[config.mk]
export PLATFORM = sky130hd
export DESIGN_NAME = nios2_cordic_ctrl
export DESIGN_NICKNAME = d
export VERILOG_FILES = /design/src/rtl/nios2_cordic_pkg.sv /design/src/rtl/nios2_cordic_ctrl_regs.sv /design/src/rtl/nios2_cordic_ctrl.sv
export SDC_FILE = /design/constraint.sdc
export NUM_CORES = 1
export LEC_CHECK = 0
export BUFFER_PORTS_ARGS = -buffer_cell sky130_fd_sc_hd__clkbuf_2
export CORE_UTILIZATION = 50
export DETAILED_ROUTE_END_ITERATION = 10
export PLACE_DENSITY = 0.8
export SYNTH_ARGS = -nofsm -noshare
export SYNTH_HDL_FRONTEND = slang
export SYNTH_SLANG_ARGS = --single-unit
[constraint.sdc]
create_clock -name clock -period 2.34 [get_ports clock]
set_input_delay 0.117 -clock clock [delete_from_list [all_inputs] [get_ports clock]]
set_output_delay 0.117 -clock clock [all_outputs]
set_load 0.005 [all_outputs]
[src/rtl/nios2_cordic_pkg.sv]
// Shared definitions for the Nios II CORDIC controller: register offsets,
// CTRL/STATUS bit positions and the sequencing FSM encoding.
package nios2_cordic_pkg;

  localparam logic [2:0] REG_ANGLE  = 3'd0;
  localparam logic [2:0] REG_CTRL   = 3'd1;
  localparam logic [2:0] REG_STATUS = 3'd2;
  localparam logic [2:0] REG_COS    = 3'd3;
  localparam logic [2:0] REG_SIN    = 3'd4;
  localparam logic [2:0] REG_ITER   = 3'd5;

  localparam int CTRL_GO     = 0;
  localparam int CTRL_IRQ_EN = 1;
  localparam int CTRL_AUTO   = 2;

  localparam int ST_BUSY = 0;
  localparam int ST_DONE = 1;
  localparam int ST_TMO  = 2;
  localparam int ST_OVR  = 3;

  typedef enum logic [1:0] {
    S_IDLE  = 2'd0,
    S_ISSUE = 2'd1,
    S_WAIT  = 2'd2
  } state_t;

endpackage

[src/rtl/nios2_cordic_ctrl_regs.sv]
// Avalon-MM decode, register file, sticky W1C status bits and the
// registered interrupt for the CORDIC controller.
module nios2_cordic_ctrl_regs
  import nios2_cordic_pkg::*;
#(
  parameter int DATA_W = 32
) (
  input  logic              clock,
  input  logic              reset_n,
  input  logic [2:0]        address,
  input  logic              chipselect,
  input  logic              write,
  input  logic [DATA_W-1:0] writedata,
  input  logic              read,
  output logic [DATA_W-1:0] readdata,
  input  logic              i_busy,
  input  logic              i_capture,
  input  logic              i_timeout,
  input  logic [DATA_W-1:0] i_cos,
  input  logic [DATA_W-1:0] i_sin,
  output logic              o_start,
  output logic [DATA_W-1:0] o_start_angle,
  output logic              o_irq
);

  logic [DATA_W-1:0] r_angle;
  logic [DATA_W-1:0] r_cos;
  logic [DATA_W-1:0] r_sin;
  logic [DATA_W-1:0] r_iter;
  logic              r_irq_en;
  logic              r_auto;
  logic              r_done;
  logic              r_tmo;
  logic              r_ovr;
  logic              r_irq;

  logic w_wr;
  logic w_wr_angle;
  logic w_wr_ctrl;
  logic w_wr_status;
  logic w_go;
  logic w_start_req;
  logic w_overrun;
  logic w_done_nxt;
  logic w_tmo_nxt;
  logic w_ovr_nxt;
  logic w_irq_en_nxt;

  assign w_wr        = chipselect & write;
  assign w_wr_angle  = w_wr & (address == REG_ANGLE);
  assign w_wr_ctrl   = w_wr & (address == REG_CTRL);
  assign w_wr_status = w_wr & (address == REG_STATUS);
  assign w_go        = w_wr_ctrl & writedata[CTRL_GO];
  assign w_start_req = w_go | (w_wr_angle & r_auto);

  // Any ANGLE write or GO while an operation is in flight is dropped and flagged.
  assign w_overrun     = i_busy & (w_wr_angle | w_go);
  assign o_start       = w_start_req & ~i_busy;
  assign o_start_angle = w_wr_angle ? writedata : r_angle;

  // Set wins over a simultaneous write-one-to-clear.
  assign w_done_nxt   = i_capture | (r_done & ~(w_wr_status & writedata[ST_DONE]));
  assign w_tmo_nxt    = i_timeout | (r_tmo  & ~(w_wr_status & writedata[ST_TMO]));
  assign w_ovr_nxt    = w_overrun | (r_ovr  & ~(w_wr_status & writedata[ST_OVR]));
  assign w_irq_en_nxt = w_wr_ctrl ? writedata[CTRL_IRQ_EN] : r_irq_en;

  always_ff @(posedge clock or negedge reset_n) begin
    if (!reset_n) begin
      r_angle  <= '0;
      r_cos    <= '0;
      r_sin    <= '0;
      r_iter   <= '0;
      r_irq_en <= 1'b0;
      r_auto   <= 1'b0;
      r_done   <= 1'b0;
      r_tmo    <= 1'b0;
      r_ovr    <= 1'b0;
      r_irq    <= 1'b0;
    end else begin
      if (w_wr_angle && !i_busy) r_angle <= writedata;
      if (w_wr_ctrl) begin
        r_irq_en <= writedata[CTRL_IRQ_EN];
        r_auto   <= writedata[CTRL_AUTO];
      end
      if (i_capture) begin
        r_cos  <= i_cos;
        r_sin  <= i_sin;
        r_iter <= r_iter + 1'b1;
      end
      r_done <= w_done_nxt;
      r_tmo  <= w_tmo_nxt;
      r_ovr  <= w_ovr_nxt;
      r_irq  <= w_irq_en_nxt & (w_done_nxt | w_tmo_nxt);
    end
  end

  assign o_irq = r_irq;

  always_comb begin
    readdata = '0;
    if (chipselect && read) begin
      case (address)
        REG_ANGLE:  readdata = r_angle;
        REG_CTRL:   readdata = DATA_W'({r_auto, r_irq_en, 1'b0});
        REG_STATUS: readdata = DATA_W'({r_ovr, r_tmo, r_done, i_busy});
        REG_COS:    readdata = r_cos;
        REG_SIN:    readdata = r_sin;
        REG_ITER:   readdata = r_iter;
        default:    readdata = '0;
      endcase
    end
  end

endmodule

[src/rtl/nios2_cordic_ctrl.sv]
// Avalon-MM controller that launches the iterative CORDIC core, waits for
// completion under a timeout and hands results to the register file.
module nios2_cordic_ctrl
  import nios2_cordic_pkg::*;
#(
  parameter int DATA_W  = 32,
  parameter int TIMEOUT = 1023,
  parameter int CNT_W   = 10
) (
  input  logic              clock,
  input  logic              reset_n,
  input  logic [2:0]        address,
  input  logic              chipselect,
  input  logic              write,
  input  logic [DATA_W-1:0] writedata,
  input  logic              read,
  output logic [DATA_W-1:0] readdata,
  output logic              irq,
  output logic              core_start,
  output logic [DATA_W-1:0] core_angle,
  input  logic              core_done,
  input  logic [DATA_W-1:0] core_cos,
  input  logic [DATA_W-1:0] core_sin
);

  state_t            r_state;
  logic [CNT_W-1:0]  r_cnt;
  logic              r_core_start;
  logic [DATA_W-1:0] r_core_angle;

  logic              w_busy;
  logic              w_start;
  logic              w_capture;
  logic              w_timeout;
  logic [DATA_W-1:0] w_start_angle;

  assign w_busy    = (r_state != S_IDLE);
  assign w_capture = (r_state == S_WAIT) & core_done;
  // Completion on the final WAIT cycle takes priority over the timeout.
  assign w_timeout = (r_state == S_WAIT) & ~core_done & (r_cnt == CNT_W'(TIMEOUT - 1));

  nios2_cordic_ctrl_regs #(
    .DATA_W(DATA_W)
  ) u_regs (
    .clock         (clock),
    .reset_n       (reset_n),
    .address       (address),
    .chipselect    (chipselect),
    .write         (write),
    .writedata     (writedata),
    .read          (read),
    .readdata      (readdata),
    .i_busy        (w_busy),
    .i_capture     (w_capture),
    .i_timeout     (w_timeout),
    .i_cos         (core_cos),
    .i_sin         (core_sin),
    .o_start       (w_start),
    .o_start_angle (w_start_angle),
    .o_irq         (irq)
  );

  always_ff @(posedge clock or negedge reset_n) begin
    if (!reset_n) begin
      r_state      <= S_IDLE;
      r_cnt        <= '0;
      r_core_start <= 1'b0;
      r_core_angle <= '0;
    end else begin
      r_core_start <= 1'b0;
      case (r_state)
        S_IDLE: begin
          if (w_start) begin
            r_core_angle <= w_start_angle;
            r_core_start <= 1'b1;
            r_state      <= S_ISSUE;
          end
        end
        S_ISSUE: begin
          r_cnt   <= '0;
          r_state <= S_WAIT;
        end
        S_WAIT: begin
          if (w_capture || w_timeout) r_state <= S_IDLE;
          else                        r_cnt   <= r_cnt + 1'b1;
        end
        default: r_state <= S_IDLE;
      endcase
    end
  end

  assign core_start = r_core_start;
  assign core_angle = r_core_angle;

endmodule
==> impl_metrics.json, run 1 <==
{
  "status": "finished, final reports clean",
  "max_cap_violations": 0,
  "maxSlewViolCount": 0,
  "worstMarginPinSlew_ns": 1.14,
  "synth_compound_area_share_pct": 9.99,
  "whs_path_depth": 4,
  "place_inst": 1188,
  "final_util_pct": 68.4,
  "worstSkewPairLatency_ns": 0.44,
  "core-area_um2": 16100,
  "worst_setup_path_start_kind": "flip-flop",
  "setup_viol": 0,
  "cts_tree": "built",
  "grt-ovfl-total": 0,
  "rows": 46,
  "hold_viol_final": 0,
  "wl_mm": 24.5,
  "htree_num_levels": 4,
  "fin_skew_ns": 0.0104,
  "die_h_um": 131,
  "final_cell_mix": "nand2_1, dfrtp_1, clkbuf_2, dlygate4sd3_1, a21oi_1",
  "n_fill_cell": 1174,
  "synthSimpleGateAreaFrac_pct": 18.8,
  "ir_drop_mv": 0.565,
  "syn-num-nets": 946,
  "detailed_place_hpwl_mm": 15.1,
  "hold_start": "write",
  "async_reset_ff_share_pct": 100,
  "criticalPathCategory": "reg -> reg",
  "crit_path_max_fanout": 5,
  "synthMuxAreaShare_pct": 10.5,
  "detailed_place.area_um2": 9450,
  "yosysSeqAreaShare_pct": 53.6,
  "setup_ws_ns": 0.241,
  "fp.dieW_um": 131,
  "grt_pass1_wl_mm": 39.0,
  "relSlewSlack_pct": 23.9,
  "dp_slack_ns": 0.291,
  "hold_end": "u_regs.r_ovr",
  "syn_to_final_growth_pct": 31.8,
  "path_buf_inv": 0,
  "wl_per_cell_um": 18.6,
  "path_cells": "ha_1 -> nand4b_1 -> nor4_1 -> nand4_1 -> xnor2_1",
  "holdWs_ns": 0.0402,
  "cp-end-kind": "flip-flop",
  "gp_congestion": 0.853,
  "grt_max_degree": 68,
  "finalPower_mw": 9.52,
  "pin_count": 171,
  "dieArea_um2": 17200,
  "seqCellArea_um2": 4480,
  "dominantRegCellSynth": "dfrtp_1",
  "clk_path_buf_depth": 2,
  "start_util_pct": 51.9,
  "cts_setup_buffers": 0,
  "power_density_nw_per_um2": 864,
  "via_per_inst": 5.66,
  "synth-edff-count": 0,
  "reg2regPathDepth": 5,
  "cts.sinks": 179,
  "antenna_found_initial": 0,
  "mostFrequentLayoutCell": "nand2_1",
  "vias": 7453,
  "syn-instance-count": 838,
  "stdcell_area_um2": 11000,
  "required_ns": 2.66,
  "cp_slowest_stage_delay_ns": 0.66,
  "firstDrtPassIters": 5,
  "cts_root_buffer": "clkbuf_16",
  "avgSynthCellArea_um2": 9.98,
  "synth_top_family_by_area": "simple AND/OR/NAND/NOR gates",
  "p_leak_nw": 5.27,
  "synth_fa_ha_area_share_pct": 0.449,
  "drcViolationCount": 0,
  "rsz0062_at_grt": "false",
  "ys_ff_latch": 179,
  "crit_arrival_ns": 2.42,
  "fin_crit_sh_pct": 89.7,
  "yosysUniqueCellTypes": 48,
  "fin_cells": 1316,
  "grt_util_all_layers_pct": 29.1,
  "multi_input_comb_area_um2": 3630,
  "fmax_ghz": 0.476,
  "cts-buffers-inserted": 17,
  "ys_warn_count": 0,
  "setup_tns_ns": 0,
  "diodes": 0,
  "fin_nets": 1195,
  "reg2reg_from": "u_regs.r_iter[0]",
  "synth-xor-area-share_pct": 3.35,
  "clkTransAtPathRegs_ns": 0.07,
  "first_global_vias": 7490,
  "syn_area_um2": 8360,
  "period_minus_slack_ns": 2.10,
  "hold_class": "in -> reg",
  "drt-initial-drc-count": 839,
  "critPathTopFamily": "simple AND/OR/NAND/NOR gates",
  "portBuffers": 170,
  "ant_nets": 0,
  "drive_above_1_share_pct": 24.3,
  "timing.rr.end": "u_regs.r_iter[16]",
  "rrSetupSlack_ns": 0.24,
  "cp_slowest_cell": "nor4_1"
}
[worst max-delay path by stage]
stage,start,slack [ns],end,depth (start not counted)
floorplan,r_state[0],0.61,u_regs.r_iter[27],5
global placement,u_regs.r_iter[0],0.38,u_regs.r_iter[16],5
detailed placement,u_regs.r_iter[0],0.29,u_regs.r_iter[16],5
CTS,u_regs.r_iter[0],0.25,u_regs.r_iter[16],5
global route,u_regs.r_iter[0],0.02,u_regs.r_iter[16],5
finish,u_regs.r_iter[0],0.24,u_regs.r_iter[16],5
[cells by family after synthesis]
family,Yosys count
flip-flops,179
AO/OA/AOI/OAI,134
XOR/XNOR,32
buffers and inverters,63
adder cells (fa/ha/maj),3
multiplexers,81
AND/OR/NAND/NOR,346
[worst register-to-register path: stages, from the launching register on]
cell	delay, ns
dfrtp_1	0.44
ha_1	0.23
nand4b_1	0.30
nor4_1	0.66
nand4_1	0.19
xnor2_1	0.16
[per-layer routing]
| metal | up-vias | track usage [%] | routed length, um |
|---|---|---|---|
| met2 | 368 | 47.2 | 11700 |
| met4 | 0 | 15.1 | 915 |
| li1 | 3382 | - | - |
| met5 | - | 0 | 0 |
| met1 | 3624 | 37.1 | 10100 |
| met3 | 79 | 5.71 | 1720 |
[synth_stat cells, drive strengths merged, types with 13 or more instances]
master / n / area share, %
a21oi: 65 / 3.9
a22oi: 59 / 5.3
buf: 23 / 1.5
clkbuf: 29 / 1.3
dfrtp: 179 / 54
mux2: 34 / 4.6
mux2i: 45 / 5.4
nand2: 222 / 10
nor2: 45 / 2.0
nor3: 14 / 1.4
xnor2: 13 / 1.4
xor2: 19 / 2.0
[flip-flops by register name, summed over array words and instances (netlist names), 2 cells and up]
register,count
r_state,2
u_regs.r_angle,32
r_cnt,10
u_regs.r_iter,32
u_regs.r_cos,32
core_angle,32
u_regs.r_sin,32
[repair_timing]
action / CTS / global route
hold buffers: 96 / 0
gates resized for setup: 0 / 0
hold endpoints to repair: 153 / 0
[area by class of cell]
| cell class | instances | area share, % |
|---|---|---|
| Clock buffer | 18 | 3.89 |
| Clock inverter | 14 | 1.69 |
| Inverter | 11 | 0.375 |
| Multi-Input combinational cell | 596 | 32.9 |
| Sequential cell | 179 | 40.6 |
| Tap cell | 216 | 2.45 |
| Timing Repair Buffer | 282 | 18.0 |
[power by group]
group | switching, mW | internal [mW] | total, mW | leakage, nW
registers | 0.662 | 3.98 | 4.64 | 2.24
clock network | 1.23 | 1.78 | 3.01 | 0.288
logic | 0.952 | 0.918 | 1.87 | 2.74
Note: power is estimated with default switching activity, not from simulation.
==> inputs of run 2 (changes only) <==
REMOVE_ABC_BUFFERS = 1   (was default)
==> impl_metrics.json, run 2 (synthesized netlist as in run 1, its figures left out) <==
{
  "hold_viol_final": 0,
  "criticalPathCategory": "reg -> reg",
  "htree_num_levels": 4,
  "cts-resized-gates": 0,
  "clkPwrFrac_pct": 32.4,
  "power_frac_seq_pct": 48.4,
  "startpoint": "r_state[0]",
  "max_cap_violations": 0,
  "fin_skew_ns": 0.00990,
  "pin_count": 171,
  "ant_nets": 0,
  "p_sw_mw": 2.63,
  "mostFrequentLayoutCell": "nand2_1",
  "cts_tree": "built",
  "grt_util_all_layers_pct": 26.3,
  "wl_mm": 22.1,
  "start_util_pct": 51.9,
  "dieArea_um2": 17200,
  "syn_to_final_growth_pct": 32.6,
  "rsz0062_at_grt": "false",
  "fin_nets": 1199,
  "dp_slack_ns": 0.386,
  "required_ns": 2.69,
  "use_met3_pct": 4.51,
  "hold_start": "writedata[0]",
  "ir_drop_mv": 0.586,
  "n_fill_cell": 1175,
  "grt_pass1_wl_mm": 36.0,
  "drt-initial-drc-count": 492,
  "grt_max_degree": 68,
  "rows": 46,
  "final_cell_mix": "nand2_1, dfrtp_1, clkbuf_2, dlygate4sd3_1, a21oi_1",
  "pwr-share-comb_pct": 19.2,
  "worst_setup_path_start_kind": "flip-flop",
  "fin_crit_sh_pct": 84.5,
  "grt-ovfl-total": 0,
  "antenna_found_initial": 0,
  "setup_ws_ns": 0.363,
  "first_global_vias": 7059,
  "via_per_inst": 5.39,
  "worstMarginPinSlew_ns": 0.750,
  "swShare_pct": 27.9,
  "multi_input_comb_area_um2": 3630,
  "cp-end-kind": "flip-flop",
  "fin_cells": 1319,
  "p_int_mw": 6.79,
  "seqCellArea_um2": 4480,
  "drive_above_1_share_pct": 24.5,
  "place_inst": 1192,
  "globalRouteMet1Util_pct": 35.6,
  "diodes": 0,
  "power_density_nw_per_um2": 850,
  "period_minus_slack_ns": 1.98,
  "wl_per_cell_um": 16.8,
  "core-area_um2": 16100,
  "setup_viol": 0,
  "gr-usage-met2_pct": 42.6,
  "status": "finished, final reports clean",
  "firstDrtPassIters": 5,
  "drcViolationCount": 0,
  "p_leak_nw": 5.32,
  "portBuffers": 170,
  "fmax_ghz": 0.506,
  "fp.dieW_um": 131,
  "detailed_place_hpwl_mm": 13.7,
  "clkTransAtPathRegs_ns": 0.06,
  "crit_path_max_fanout": 13,
  "vias": 7107,
  "clk_path_buf_depth": 2,
  "top_usage_layer": "met2",
  "reg2reg_from": "r_state[0]",
  "cts.sinks": 179,
  "die_h_um": 131,
  "crit_arrival_ns": 2.33,
  "maxSlewViolCount": 0,
  "gp_congestion": 0.832,
  "hold_class": "in -> reg",
  "cts_root_buffer": "clkbuf_16",
  "worstSkewPairLatency_ns": 0.43,
  "cts-buffers-inserted": 17,
  "relSlewSlack_pct": 50.0
}
==> run 2: power by group through the flow <==
stage	registers, mW	clock network (mW)	logic [mW]
finish	4.57	3.05	1.81
CTS	4.53	3.11	1.78
global placement	4.54	0	1.58
global route	4.67	3.23	2.02
detailed placement	4.59	0	1.65
floorplan	4.48	0	0.991
==> run 2: what timing repair did <==
action / in CTS / in global routing
buffers inserted: 0 / 0
hold buffers: 96 / 0
hold endpoints to repair: 167 / 0
==> run 2: area by class of cell <==
cell class,instances,area share (%)
Multi-Input combinational cell,596,32.7
Sequential cell,179,40.4
Clock buffer,22,4.37
Clock inverter,9,1.37
Tap cell,216,2.44
Inverter,11,0.372
Timing Repair Buffer,286,18.3
==> run 2: critical path, stage by stage (launching register included) <==
cell      delay (ns)
dfrtp_1         0.49
nand3b_2        0.27
or4_4           0.68
nor4_2          0.31
xor2_1          0.16
==> run 2: final timing paths <==
kind                                endpoint  slack, ns  depth (start not counted)
setup / recovery           u_regs.r_iter[31]       0.36                          4
hold / removal             u_regs.r_angle[0]       0.02                          2
setup reg to reg           u_regs.r_iter[31]       0.36                          4
hold reg to reg              u_regs.r_sin[4]       0.48                          2
max in group asynchronous      core_angle[3]       1.35                          3
min in group asynchronous     core_angle[23]       0.25                          2
==> run 2: stage by stage <==
step                hold WS, ns  utilization (%)  power, mW  instance area [um2]  setup TNS, ns
floorplan                -0.179                -       5.47                 8130        -150.84
global placement          0.158             58.9       6.12                 9490              0
detailed placement        0.155             58.9       6.23                 9490              0
CTS                     0.00502             68.8       9.43                11100              0
global route            0.00964             68.8       9.92                11100              0
finish                   0.0184             68.8       9.43                11100              0
==> run 2: layer usage <==
| layer | vias to the layer above | wire [um] |
|---|---|---|
| li1 | 3402 | - |
| met1 | 3405 | 9800 |
| met2 | 264 | 10700 |
| met3 | 36 | 1120 |
| met4 | 0 | 457 |
| met5 | - | 0 |
==> inputs of run 3 (changes only) <==
clock period = 1.9 ns   (was 2.34 ns; I/O delays follow)
==> impl_metrics.json, run 3 (synthesized netlist as in run 1, its figures left out) <==
{
  "relSlewSlack_pct": 48.7,
  "mostFrequentLayoutCell": "nand2_1",
  "rrSetupSlack_ns": 0.13,
  "hold_class": "in -> reg",
  "rows": 46,
  "htree_num_levels": 4,
  "dieArea_um2": 17200,
  "wl_per_cell_um": 16.9,
  "ant_nets": 0,
  "antenna_found_initial": 0,
  "cts_tree": "built",
  "globalRouteMet1Util_pct": 34.6,
  "clk_path_buf_depth": 2,
  "holdWs_ns": 0.0346,
  "whs_path_depth": 4,
  "final_cell_mix": "nand2_1, dfrtp_1, clkbuf_2, dlygate4sd3_1, a21oi_1",
  "criticalPathCategory": "reg -> out",
  "status": "finished, final reports clean",
  "cts_root_buffer": "clkbuf_16",
  "fin_nets": 1219,
  "drt-initial-drc-count": 436,
  "top_usage_layer": "met2",
  "cp_slowest_cell": "mux4_2",
  "gr-usage-met2_pct": 47.3,
  "cts_setup_buffers": 0,
  "finalPower_mw": 11.4,
  "firstDrtPassIters": 5,
  "wl_mm": 22.7,
  "worstMarginPinSlew_ns": 0.770,
  "crit_cells": 5,
  "gp_congestion": 0.817,
  "use_met3_pct": 4.51,
  "required_ns": 1.80,
  "hold_start": "write",
  "grt_pass1_wl_mm": 37.1,
  "cts-buffers-inserted": 17,
  "fin_skew_ns": 0.00647,
  "grt-ovfl-total": 0,
  "cp_slowest_stage_delay_ns": 0.47,
  "hold_end": "u_regs.r_ovr",
  "pin_count": 171,
  "cts.sinks": 179,
  "first_global_vias": 7340,
  "timing.rr.end": "u_regs.r_iter[11]",
  "fp.dieW_um": 131,
  "ir_drop_mv": 0.680,
  "grt_max_degree": 75,
  "worstSkewPairLatency_ns": 0.43,
  "max_cap_violations": 0,
  "worst_setup_path_start_kind": "flip-flop",
  "power_density_nw_per_um2": 1020,
  "diodes": 0,
  "drive_above_1_share_pct": 25.8,
  "setup_viol": 0,
  "die_h_um": 131,
  "core-area_um2": 16100,
  "portBuffers": 170,
  "maxSlewViolCount": 0,
  "period_minus_slack_ns": 1.79,
  "crit_path_max_fanout": 3,
  "fin_crit_sh_pct": 94.4,
  "syn_to_final_growth_pct": 33.8,
  "fmax_ghz": 0.558,
  "path_buf_inv": 2,
  "reg2reg_from": "r_state[0]",
  "grt_util_all_layers_pct": 27.2,
  "path_cells": "mux4_2 -> inv_1 -> o22ai_1 -> nor2b_1 -> clkbuf_2",
  "rsz0062_at_grt": "false",
  "crit_arrival_ns": 1.70,
  "cp-end-kind": "output pin",
  "vias": 7288,
  "detailed_place_hpwl_mm": 14.1,
  "clkTransAtPathRegs_ns": 0.07,
  "reg2regPathDepth": 5,
  "drcViolationCount": 0,
  "critPathTopFamily": "multiplexers",
  "hold_viol_final": 0,
  "start_util_pct": 51.9,
  "p_leak_nw": 5.41,
  "via_per_inst": 5.44
}
==> run 3: cell type report <==
| type | count | area [um2] |
|---|---|---|
| clock buffer | 20 | 457 |
| sequential | 179 | 4480 |
| multi-input combinational | 596 | 3640 |
| inverter | 11 | 41.3 |
| timing repair buffer | 306 | 2170 |
| clock inverter | 12 | 130 |
| fill | 1184 | 4930 |
| tap | 216 | 270 |
==> run 3: through the flow <==
stage | setup WS [ns] | area [um2] | instances | setup TNS [ns] | util, %
floorplan | -3.71 | 8130 | 786 | -191.29 | -
global placement | 0.160 | 9620 | 1211 | 0 | 59.7
detailed placement | 0.0794 | 9620 | 1211 | 0 | 59.7
CTS | 0.0361 | 11200 | 1340 | 0 | 69.4
global route | 0.00834 | 11200 | 1340 | 0 | 69.4
finish | 0.107 | 11200 | 1340 | 0 | 69.4
==> run 3: worst reg2reg max path, stage by stage (launching register included) <==
cell	delay, ns
dfrtp_1	0.38
nand3b_2	0.21
or4_4	0.59
buf_4	0.22
nor3_2	0.15
xor2_1	0.15
==> run 3: how the worst max path moves through the flow <==
stage / startpoint / to / slack [ns]
after floorplan: r_state[0] / core_start / -3.71
after global placement: r_state[0] / u_regs.r_iter[13] / 0.16
after detailed placement: r_state[0] / u_regs.r_iter[31] / 0.08
after CTS: r_state[0] / u_regs.r_iter[31] / 0.04
after global routing: r_cnt[0] / r_cnt[6] / 0.008
final: u_regs.r_auto / readdata[2] / 0.11
==> run 3: routing by layer <==
layer / part of all wire (%) / wire, um / up-vias
li1: - / - / 3428
met4: 1.6 / 357 / 0
met5: 0 / 0 / -
met2: 51 / 11600 / 249
met3: 5.0 / 1140 / 30
met1: 42 / 9600 / 3581
==> run 3: power breakdown <==
group          internal (mW)  total [mW]  switching, mW
sequential              4.90        5.61          0.708
combinational           1.16        2.29           1.12
clock                   2.01        3.49           1.48
total                   8.07        11.4           3.31
==> run 3: timing repair <==
action / 4_1_cts / 5_1_grt
hold endpoints to repair: 192 / 0
endpoints found under the setup margin: 0 / 1
resized for setup: 0 / 1
hold buffers: 97 / 0
